`config.mk`:
```
export PLATFORM = sky130hd
export DESIGN_NAME = seg7_scan_decoder
export DESIGN_NICKNAME = d
export VERILOG_FILES = /design/src/rtl/seg7_pkg.sv /design/src/rtl/seg7_pat_decode.sv /design/src/rtl/seg7_scan_decoder.sv
export SDC_FILE = /design/constraint.sdc
export NUM_CORES = 1
export LEC_CHECK = 0
export CORE_UTILIZATION = 25
export CTS_CLUSTER_DIAMETER = 150
export DETAILED_ROUTE_END_ITERATION = 10
export SLEW_MARGIN = 20
export SYNTH_ARGS = -nofsm -noshare
export SYNTH_HDL_FRONTEND = slang
export SYNTH_SLANG_ARGS = --single-unit
```
`constraint.sdc`:
```
create_clock -name clk -period 5.1 [get_ports clk]
set_clock_uncertainty 0.2 [all_clocks]
set_input_delay 0.51 -clock clk [delete_from_list [all_inputs] [get_ports clk]]
set_output_delay 0.51 -clock clk [all_outputs]
set_load 0.005 [all_outputs]
```
`src/rtl/seg7_pkg.sv`:
```
// Shared constants, FSM state type and select helpers
// for the seven-segment scan decoder.
package seg7_pkg;

  typedef enum logic [1:0] {
    ST_WAIT,
    ST_SETTLE,
    ST_CAPTURE
  } state_t;

  localparam int NUM_POS   = 8;
  localparam int BUS_SPLIT = 4;
  localparam int SEG_DP    = 7;

  localparam logic [6:0] PAT_0     = 7'h3F;
  localparam logic [6:0] PAT_1     = 7'h06;
  localparam logic [6:0] PAT_2     = 7'h5B;
  localparam logic [6:0] PAT_3     = 7'h4F;
  localparam logic [6:0] PAT_4     = 7'h66;
  localparam logic [6:0] PAT_5     = 7'h6D;
  localparam logic [6:0] PAT_6     = 7'h7D;
  localparam logic [6:0] PAT_7     = 7'h07;
  localparam logic [6:0] PAT_8     = 7'h7F;
  localparam logic [6:0] PAT_9     = 7'h6F;
  localparam logic [6:0] PAT_A     = 7'h77;
  localparam logic [6:0] PAT_B     = 7'h7C;
  localparam logic [6:0] PAT_C     = 7'h39;
  localparam logic [6:0] PAT_D     = 7'h5E;
  localparam logic [6:0] PAT_E     = 7'h79;
  localparam logic [6:0] PAT_F     = 7'h71;
  localparam logic [6:0] PAT_BLANK = 7'h00;

  function automatic logic is_onehot(
    input logic [7:0] s
  );
    return (s != 8'h00) &&
           ((s & (s - 8'h01)) == 8'h00);
  endfunction

  function automatic logic [2:0] sel_index(
    input logic [7:0] s
  );
    logic [2:0] idx;
    idx = '0;
    for (int i = 0; i < NUM_POS; i++)
      if (s[i]) idx = 3'(i);
    return idx;
  endfunction

endpackage

```
`src/rtl/seg7_pat_decode.sv`:
```
// Seven-segment pattern {g..a} to hex nibble decoder
// with blank and illegal-pattern flags.
module seg7_pat_decode
  import seg7_pkg::*;
(
  input  logic [6:0] pat,
  output logic [3:0] nibble,
  output logic       blank,
  output logic       illegal
);

  always_comb begin
    nibble  = 4'h0;
    blank   = 1'b0;
    illegal = 1'b0;
    case (pat)
      PAT_0:     nibble = 4'h0;
      PAT_1:     nibble = 4'h1;
      PAT_2:     nibble = 4'h2;
      PAT_3:     nibble = 4'h3;
      PAT_4:     nibble = 4'h4;
      PAT_5:     nibble = 4'h5;
      PAT_6:     nibble = 4'h6;
      PAT_7:     nibble = 4'h7;
      PAT_8:     nibble = 4'h8;
      PAT_9:     nibble = 4'h9;
      PAT_A:     nibble = 4'hA;
      PAT_B:     nibble = 4'hB;
      PAT_C:     nibble = 4'hC;
      PAT_D:     nibble = 4'hD;
      PAT_E:     nibble = 4'hE;
      PAT_F:     nibble = 4'hF;
      PAT_BLANK: blank  = 1'b1;
      default:   illegal = 1'b1;
    endcase
  end

endmodule

```
`src/rtl/seg7_scan_decoder.sv`:
```
// Samples a multiplexed 8-digit seven-segment scan and
// publishes one decoded frame once every position is seen.
module seg7_scan_decoder
  import seg7_pkg::*;
#(
  parameter int unsigned STABLE_CYC  = 2,
  parameter int unsigned TIMEOUT_CYC = 4096
) (
  input  logic        clk,
  input  logic        rst_n,
  input  logic [7:0]  seg7_sel,
  input  logic [7:0]  seg7,
  input  logic [7:0]  seg7_l,
  output logic [31:0] digit_val,
  output logic [7:0]  digit_blank,
  output logic [7:0]  digit_dp,
  output logic        frame_valid,
  output logic        pat_err,
  output logic        sel_err,
  output logic        timeout
);

  state_t      state, state_n;
  logic [7:0]  sel_q, seg_q, segl_q;
  logic [7:0]  sel_prev, bus_prev;
  logic [7:0]  sel_ref, bus_ref;
  logic [7:0]  bus_q;
  logic [31:0] stab_cnt, tcnt;
  logic [7:0]  mask;
  logic [31:0] sh_val;
  logic [7:0]  sh_blank, sh_dp;
  logic        chg, settle_done;
  logic        capture, sel_bad;
  logic [2:0]  idx;
  logic [3:0]  dec_nib;
  logic        dec_blank, dec_ill;

  assign bus_q = (|sel_q[7:BUS_SPLIT]) ? segl_q : seg_q;
  assign chg   = (sel_q != sel_prev) ||
                 (bus_q != bus_prev);
  assign settle_done = (state == ST_SETTLE) && !chg &&
                       (stab_cnt + 32'd1 >= STABLE_CYC);
  assign idx = sel_index(sel_ref);

  seg7_pat_decode u_dec (
    .pat     (bus_ref[6:0]),
    .nibble  (dec_nib),
    .blank   (dec_blank),
    .illegal (dec_ill)
  );

  always_ff @(posedge clk) begin
    if (!rst_n) state <= ST_WAIT;
    else        state <= state_n;
  end

  always_comb begin
    state_n = state;
    unique case (state)
      ST_WAIT:
        if (sel_q != sel_ref) state_n = ST_SETTLE;
      ST_SETTLE:
        if (settle_done)
          state_n = is_onehot(sel_q) ? ST_CAPTURE
                                     : ST_WAIT;
      ST_CAPTURE: state_n = ST_WAIT;
      default:    state_n = ST_WAIT;
    endcase
  end

  always_comb begin
    capture = (state == ST_CAPTURE);
    sel_bad = settle_done && !is_onehot(sel_q);
  end

  always_ff @(posedge clk) begin
    if (!rst_n) begin
      sel_q       <= '0;
      seg_q       <= '0;
      segl_q      <= '0;
      sel_prev    <= '0;
      bus_prev    <= '0;
      sel_ref     <= '0;
      bus_ref     <= '0;
      stab_cnt    <= '0;
      tcnt        <= '0;
      mask        <= '0;
      sh_val      <= '0;
      sh_blank    <= '0;
      sh_dp       <= '0;
      digit_val   <= '0;
      digit_blank <= '0;
      digit_dp    <= '0;
      frame_valid <= 1'b0;
      pat_err     <= 1'b0;
      sel_err     <= 1'b0;
      timeout     <= 1'b0;
    end else begin
      sel_q       <= seg7_sel;
      seg_q       <= seg7;
      segl_q      <= seg7_l;
      sel_prev    <= sel_q;
      bus_prev    <= bus_q;
      frame_valid <= 1'b0;
      timeout     <= 1'b0;
      sel_err     <= sel_bad;
      pat_err     <= capture && dec_ill;

      // The detecting WAIT cycle is the first stable sample.
      if (state == ST_WAIT)
        stab_cnt <= 32'd1;
      else if (state == ST_SETTLE)
        stab_cnt <= chg ? 32'd1 : stab_cnt + 32'd1;

      if (settle_done) begin
        sel_ref <= sel_q;
        bus_ref <= bus_q;
      end

      if (capture) begin
        sh_val[{idx, 2'b00} +: 4] <= dec_nib;
        sh_blank[idx]             <= dec_blank;
        sh_dp[idx]                <= bus_ref[SEG_DP];
      end

      if (mask == 8'hFF) begin
        digit_val   <= sh_val;
        digit_blank <= sh_blank;
        digit_dp    <= sh_dp;
        frame_valid <= 1'b1;
        mask        <= '0;
        tcnt        <= '0;
      end else if (tcnt == TIMEOUT_CYC - 1) begin
        timeout <= 1'b1;
        mask    <= '0;
        tcnt    <= '0;
      end else begin
        tcnt <= tcnt + 32'd1;
        if (capture) mask[idx] <= 1'b1;
      end
    end
  end

endmodule

```
==> results of run 1 <==
[worst max-delay path by stage]
stage | from | to | slack [ps] | depth (start not counted)
after floorplan | stab_cnt[0]$_SDFFE_PN0P_ | bus_ref[6]$_SDFFE_PN0P_ | 1570 | 10
after global placement | sel_q[4]$_SDFF_PN0_ | stab_cnt[8]$_SDFFE_PP0P_ | 1240 | 8
after detailed placement | stab_cnt[0]$_SDFFE_PN0P_ | sel_ref[3]$_SDFFE_PN0P_ | 1180 | 9
after CTS | stab_cnt[0]$_SDFFE_PN0P_ | sel_ref[3]$_SDFFE_PN0P_ | 1180 | 9
after global routing | stab_cnt[0]$_SDFFE_PN0P_ | sel_ref[3]$_SDFFE_PN0P_ | 830 | 9
final | stab_cnt[0]$_SDFFE_PN0P_ | sel_ref[3]$_SDFFE_PN0P_ | 1200 | 9
[registers in the layout (all words and copies together), names as in the netlist, 32 cells and up]
name and count:
tcnt 32, digit_val 32, sh_val 32, stab_cnt 32
[layer usage]
metal / vias to the layer above / GRT usage / wire, um
li1: 4280 / - / -
met5: - / 0 / 0
met4: 0 / 0.04392 / 822
met2: 154 / 0.2032 / 11920
met1: 4057 / 0.1553 / 11840
met3: 46 / 0.01893 / 1062
[layout by cell type, fill, tap and decap left out, types with 15 or more instances in the layout]
master	instances
and2_1	34
xnor2_1	34
nor4_1	15
nor3_1	29
a41o_1	19
o21ai_0	19
a21oi_1	100
clkbuf_16	25
mux2i_1	53
clkdlybuf4s50_1	77
or3_1	30
nand4_1	17
xor2_1	29
nor2_1	117
and3_1	18
dfxtp_1	230
nand2_1	183
inv_1	27
nand3_1	46
[power by group through the flow]
stage                     combinational (mW)  clock [mW]  sequential [mW]
after global placement                 0.174           0             1.87
after detailed placement               0.174           0             1.87
after CTS                              0.175        1.88             1.83
final                                  0.174        1.84             1.83
after floorplan                        0.116           0             1.86
after global routing                   0.190        1.96             1.83
[cells in the mapped netlist, types with 5 or more instances]
| cell type | instances | area [um2] |
|---|---|---|
| a41o_1 | 19 | 190.2 |
| a21oi_1 | 100 | 500.5 |
| and3_1 | 18 | 112.6 |
| a211oi_1 | 8 | 60.06 |
| nand2b_1 | 6 | 37.54 |
| mux2i_1 | 53 | 530.5 |
| xnor2_1 | 34 | 297.8 |
| or4_1 | 8 | 60.06 |
| inv_1 | 28 | 105.1 |
| nor2_1 | 118 | 442.9 |
| clkbuf_1 | 62 | 232.7 |
| nor4_1 | 16 | 100.1 |
| mux2_2 | 7 | 78.83 |
| nand2_1 | 183 | 686.9 |
| xor2_1 | 29 | 254.0 |
| nor3_1 | 30 | 150.1 |
| o211ai_1 | 7 | 52.55 |
| buf_4 | 5 | 37.54 |
| buf_2 | 10 | 50.05 |
| or3_1 | 30 | 187.7 |
| and2_1 | 34 | 212.7 |
| nand4_1 | 17 | 106.4 |
| ha_1 | 5 | 62.56 |
| dfxtp_1 | 230 | 4604 |
| and4_1 | 7 | 61.31 |
| o21ai_0 | 20 | 100.1 |
| nand3_1 | 46 | 230.2 |
[stage by stage]
step                  util  power (mW)  cells  instance area (um2)  setup WS [ps]
floorplan                -       1.981   1211                10290           1574
global placement    0.2855       2.045   1742                11470           1245
detailed placement  0.2862       2.045   1743                11500           1176
CTS                 0.3069       3.883   1787                12330           1180
global route        0.3069       3.984   1787                12330          829.7
finish              0.3069       3.845   1787                12330           1199
[worst max-delay path, stage by stage (launching register included)]
cell and delay, ps:
dfxtp_1 490, ha_1 290, nand3_1 250, or4_4 550, o31ai_1 310, nand3_1 130
or4_4 450, o41ai_4 620, buf_4 320, mux2i_1 220
[logic make-up (layout without fill, tap and decap cells)]
logic type / count (synthesis) / after routing
buffers and inverters: 111 / 162
AND/OR/NAND/NOR: 545 / 545
XOR/XNOR: 63 / 63
flip-flops: 230 / 230
AO/OA/AOI/OAI: 195 / 195
multiplexers: 61 / 61
adder cells (fa/ha/maj): 6 / 6
[final cells by class]
cell class / instances / share of cell area
clock buffer: 35 / 0.05782
clock inverter: 9 / 0.009738
inverter: 28 / 0.008622
multi-input combinational: 870 / 0.4252
sequential: 230 / 0.3733
tap: 525 / 0.05326
timing repair buffer: 90 / 0.07202
==> flow_summary.toml, run 1 <==
[routing]
wirelength_mm = 25.64
dr.pass1.iters = 5
drtIter0Drc = 467
routedWlPerCell_um = 14.35
vias_per_cell = 4.777
num_vias = 8537
route.detailed.drc = 0
ant_nets = 0

[critical_path]
critical_path_class = "reg2reg"
cp_max_fo = 10
ff2ff_path_depth = 9
cp-end-kind = "flip-flop"
reg2reg_from = "stab_cnt[0]$_SDFFE_PN0P_"
reg2reg_setup_slack_ps = 1200
rr_endpoint = "sel_ref[3]$_SDFFE_PN0P_"
crit_arrival_ps = 4140
start_kind = "flip-flop"
worstPathRequired_ps = 5340

[timing]
setup_tns_ps = 0
holdWs_ps = 242.5
drv_slew = 0
period_share = 0.7650
maxSlewHeadroom = 0.2661
grt_setup_unrepaired = "false"
finalHoldViolations = 0
clock.fmax_mhz = 256.3
worstMarginPinSlew_ps = 1101
timing.final.crit_period_ps = 3901
setup_viol = 0

[power]
pwr-share-comb = 0.045
pwr-share-clk = 0.479
ir_drop_v = 0.0002337
p_leak_nw = 4.406
seq_power_share = 0.476
swShare = 0.2184
p_sw_mw = 0.8399
p_int_mw = 3.005
p_per_area_mw_per_mm2 = 311.7

[logic_synthesis]
synth_area_mm2 = 0.01029
muxShareOfSynthArea = 0.06065
ys_seq_elements = 230
synth_compound_area_frac = 0.1239
synth-simple-area-share = 0.2626
async_flop_share = 0
synth_top_family_by_area = "simple AND/OR/NAND/NOR gates"
syn_inst = 1211
synthAdderAreaFrac = 0.007050
synthFlopType = "dfxtp_1"
synthXorXnorAreaFrac = 0.05360
syn_nets = 1242
synth_edf_count = 0
ys_types = 74
yosysWarnings = 0
yosysSeqAreaShare = 0.4473
syn_area_per_cell_um2 = 8.500

[die]
die_w_um = 204.9
ioPinCount = 78
dieHeight_um = 204.9
die_area_mm2 = 0.04199
initial_core_util = 0.2561
rows = 73
core_mm2 = 0.04019

[clock_network]
cts.root.buffer_cell = "clkbuf_16"
clock_latency_ps = 520
postCtsResizedCells = 0
cts_sinks = 230
h-tree-depth = 1
cts-hold-fix-buffers = 0
post_cts_buffers = 0
clockBufferDepth = 3
clk_pin_slew_ps = 60
cts_inserted_buffers = 25
cts_tree = "built"

[worst_hold_path]
hold-path-cell-count = 1
hold_start = "tcnt[0]$_SDFF_PP0_"
hold_path_end = "tcnt[0]$_SDFF_PP0_"
min_path_type = "reg2reg"

[run]
max_cap_violations = 0

[layout]
drive_gt1_frac = 0.06418
regArea_mm2 = 0.004604
multiInputGateArea_mm2 = 0.005245
antennaDiodeCount = 0
area_growth_pct = 19.82
fin_nets = 1276
fillers = 4218

[placement]
portBuffers = 77
dp_hpwl_mm = 17.55
gp_congestion = 0.8653

[global_route]
grt_usage = 0.1209
antenna_found_initial = 0
grt_pass1_wl_mm = 42.06
first_global_vias = 8229
overflow = 0
grt_max_degree = 77

[outcome]
status = "complete, no violations"
Note: power is estimated with default switching activity, not from simulation.
==> run 2, diff against run 1 <==
==> constraint.sdc (replaced) <==
create_clock -name clk -period 3.8 [get_ports clk]
set_clock_uncertainty 0.2 [all_clocks]
set_input_delay 0.38 -clock clk [delete_from_list [all_inputs] [get_ports clk]]
set_output_delay 0.38 -clock clk [all_outputs]
set_load 0.005 [all_outputs]
==> flow_summary.toml, run 2 (synthesis gave the netlist of run 1 again) <==
[critical_path]
critical_path_class = "reg2reg"
start_kind = "flip-flop"
slowest_stage = "or4_4"
path_buf_inv = 1
path_delay_family = "simple AND/OR/NAND/NOR gates"
crit_path_cell_trace = "ha_1 -> nand3_1 -> or4_4 -> o31ai_1 -> nand3_1 -> or4_4 -> o41ai_4 -> buf_12 -> mux2_2"
cp_max_fo = 17
worst_path_largest_cell_delay_ps = 530
crit_arrival_ps = 3770
cp-end-kind = "flip-flop"
worstPathRequired_ps = 4020

[timing]
holdWs_ps = 226.4
grt_setup_unrepaired = "false"
timing.final.crit_period_ps = 3550
setup_tns_ps = 0
period_share = 0.9342
finalHoldViolations = 0
drv_slew = 0
maxSlewHeadroom = 0.3441
worstMarginPinSlew_ps = 983.8
setup_viol = 0
clock.fmax_mhz = 281.7

[power]
seq_power_share = 0.473
pwr-share-comb = 0.048
swShare = 0.2277
p_int_mw = 4.010
power.total_mw = 5.192
p_sw_mw = 1.182
p_leak_nw = 4.508
p_per_area_mw_per_mm2 = 415.0
ir_drop_v = 0.0003047
pwr-share-clk = 0.479

[layout]
utilization = 0.3113
area_growth_pct = 21.53
final_cell_mix = "230 x dfxtp_1, 183 x nand2_1, 117 x nor2_1"
final_common_cell = "dfxtp_1"
drive_gt1_frac = 0.08022
fin_nets = 1296
antennaDiodeCount = 0

[die]
rows = 73
die_area_mm2 = 0.04199
initial_core_util = 0.2561
dieHeight_um = 204.9
core_mm2 = 0.04019
die_w_um = 204.9
ioPinCount = 78

[clock_network]
h-tree-depth = 1
cts-hold-fix-buffers = 0
cts_inserted_buffers = 26
post_cts_buffers = 0
cts_tree = "built"
clockBufferDepth = 3
clock_latency_ps = 540
postCtsResizedCells = 0
cts.root.buffer_cell = "clkbuf_16"
clk_pin_slew_ps = 60
cts_sinks = 230

[global_route]
overflow = 0
antenna_found_initial = 0
grt_pass1_wl_mm = 43.10
grt_max_degree = 98
first_global_vias = 8403
grt_usage = 0.1246

[run]
max_cap_violations = 0

[routing]
wirelength_mm = 26.34
drtIter0Drc = 555
route.detailed.drc = 0
vias_per_cell = 4.788
routedWlPerCell_um = 14.56
ant_nets = 0
num_vias = 8662
dr.pass1.iters = 7

[placement]
portBuffers = 77
dp_hpwl_mm = 17.99
gp_congestion = 0.8371

[worst_hold_path]
min_path_type = "in2reg"

[outcome]
status = "complete, no violations"
run 2: stage by stage:
stage	cell area [um2]	std cells	worst slack, ps
2_1_floorplan	10290	1211	274.3
3_3_place_gp	11650	1762	302.9
3_5_place_dp	11650	1762	303.8
4_1_cts	12510	1809	266.2
5_1_grt	12510	1809	63.74
6_report	12510	1809	250.0
run 2: power by group through the flow:
stage | registers [mW] | logic [mW] | clock network, mW
floorplan | 2.50 | 0.156 | 0
global placement | 2.51 | 0.245 | 0
detailed placement | 2.51 | 0.248 | 0
CTS | 2.46 | 0.249 | 2.56
global route | 2.46 | 0.269 | 2.66
finish | 2.46 | 0.247 | 2.49
run 2: final timing paths:
path | startpoint | to | slack (ps) | cells past startpoint
setup reg to reg | stab_cnt[1]$_SDFFE_PP0P_ | bus_ref[4]$_SDFFE_PN0P_ | 250 | 9
hold / removal | seg7_l[3] | segl_q[3]$_SDFF_PN0_ | 230 | 2
hold reg to reg | tcnt[0]$_SDFF_PP0_ | tcnt[0]$_SDFF_PP0_ | 240 | 1
setup / recovery | stab_cnt[1]$_SDFFE_PP0P_ | bus_ref[4]$_SDFFE_PN0P_ | 250 | 9
run 2: cell type report:
type | instances | area, um2
inverter | 28 | 106.4
timing repair buffer | 109 | 1036
fill | 4241 | 27680
sequential | 230 | 4604
multi-input combinational | 870 | 5248
clock inverter | 12 | 143.9
tap | 525 | 656.9
clock buffer | 35 | 714.4
run 2: worst register-to-register path, cell delays in order (launching register included):
cell and delay (ps):
dfxtp_1 460, ha_1 290, nand3_1 200, or4_4 530
o31ai_1 320, nand3_1 140, or4_4 460, o41ai_4 280
buf_12 210, mux2_2 350
run 2: routing by layer:
| layer | share of wire | wire [um] | track usage |
|---|---|---|---|
| met2 | 0.48 | 12560 | 0.2145 |
| met1 | 0.46 | 12030 | 0.1582 |
| met4 | 0.021 | 558 | 0.03836 |
| met5 | 0 | 0 | 0 |
| met3 | 0.045 | 1193 | 0.01989 |
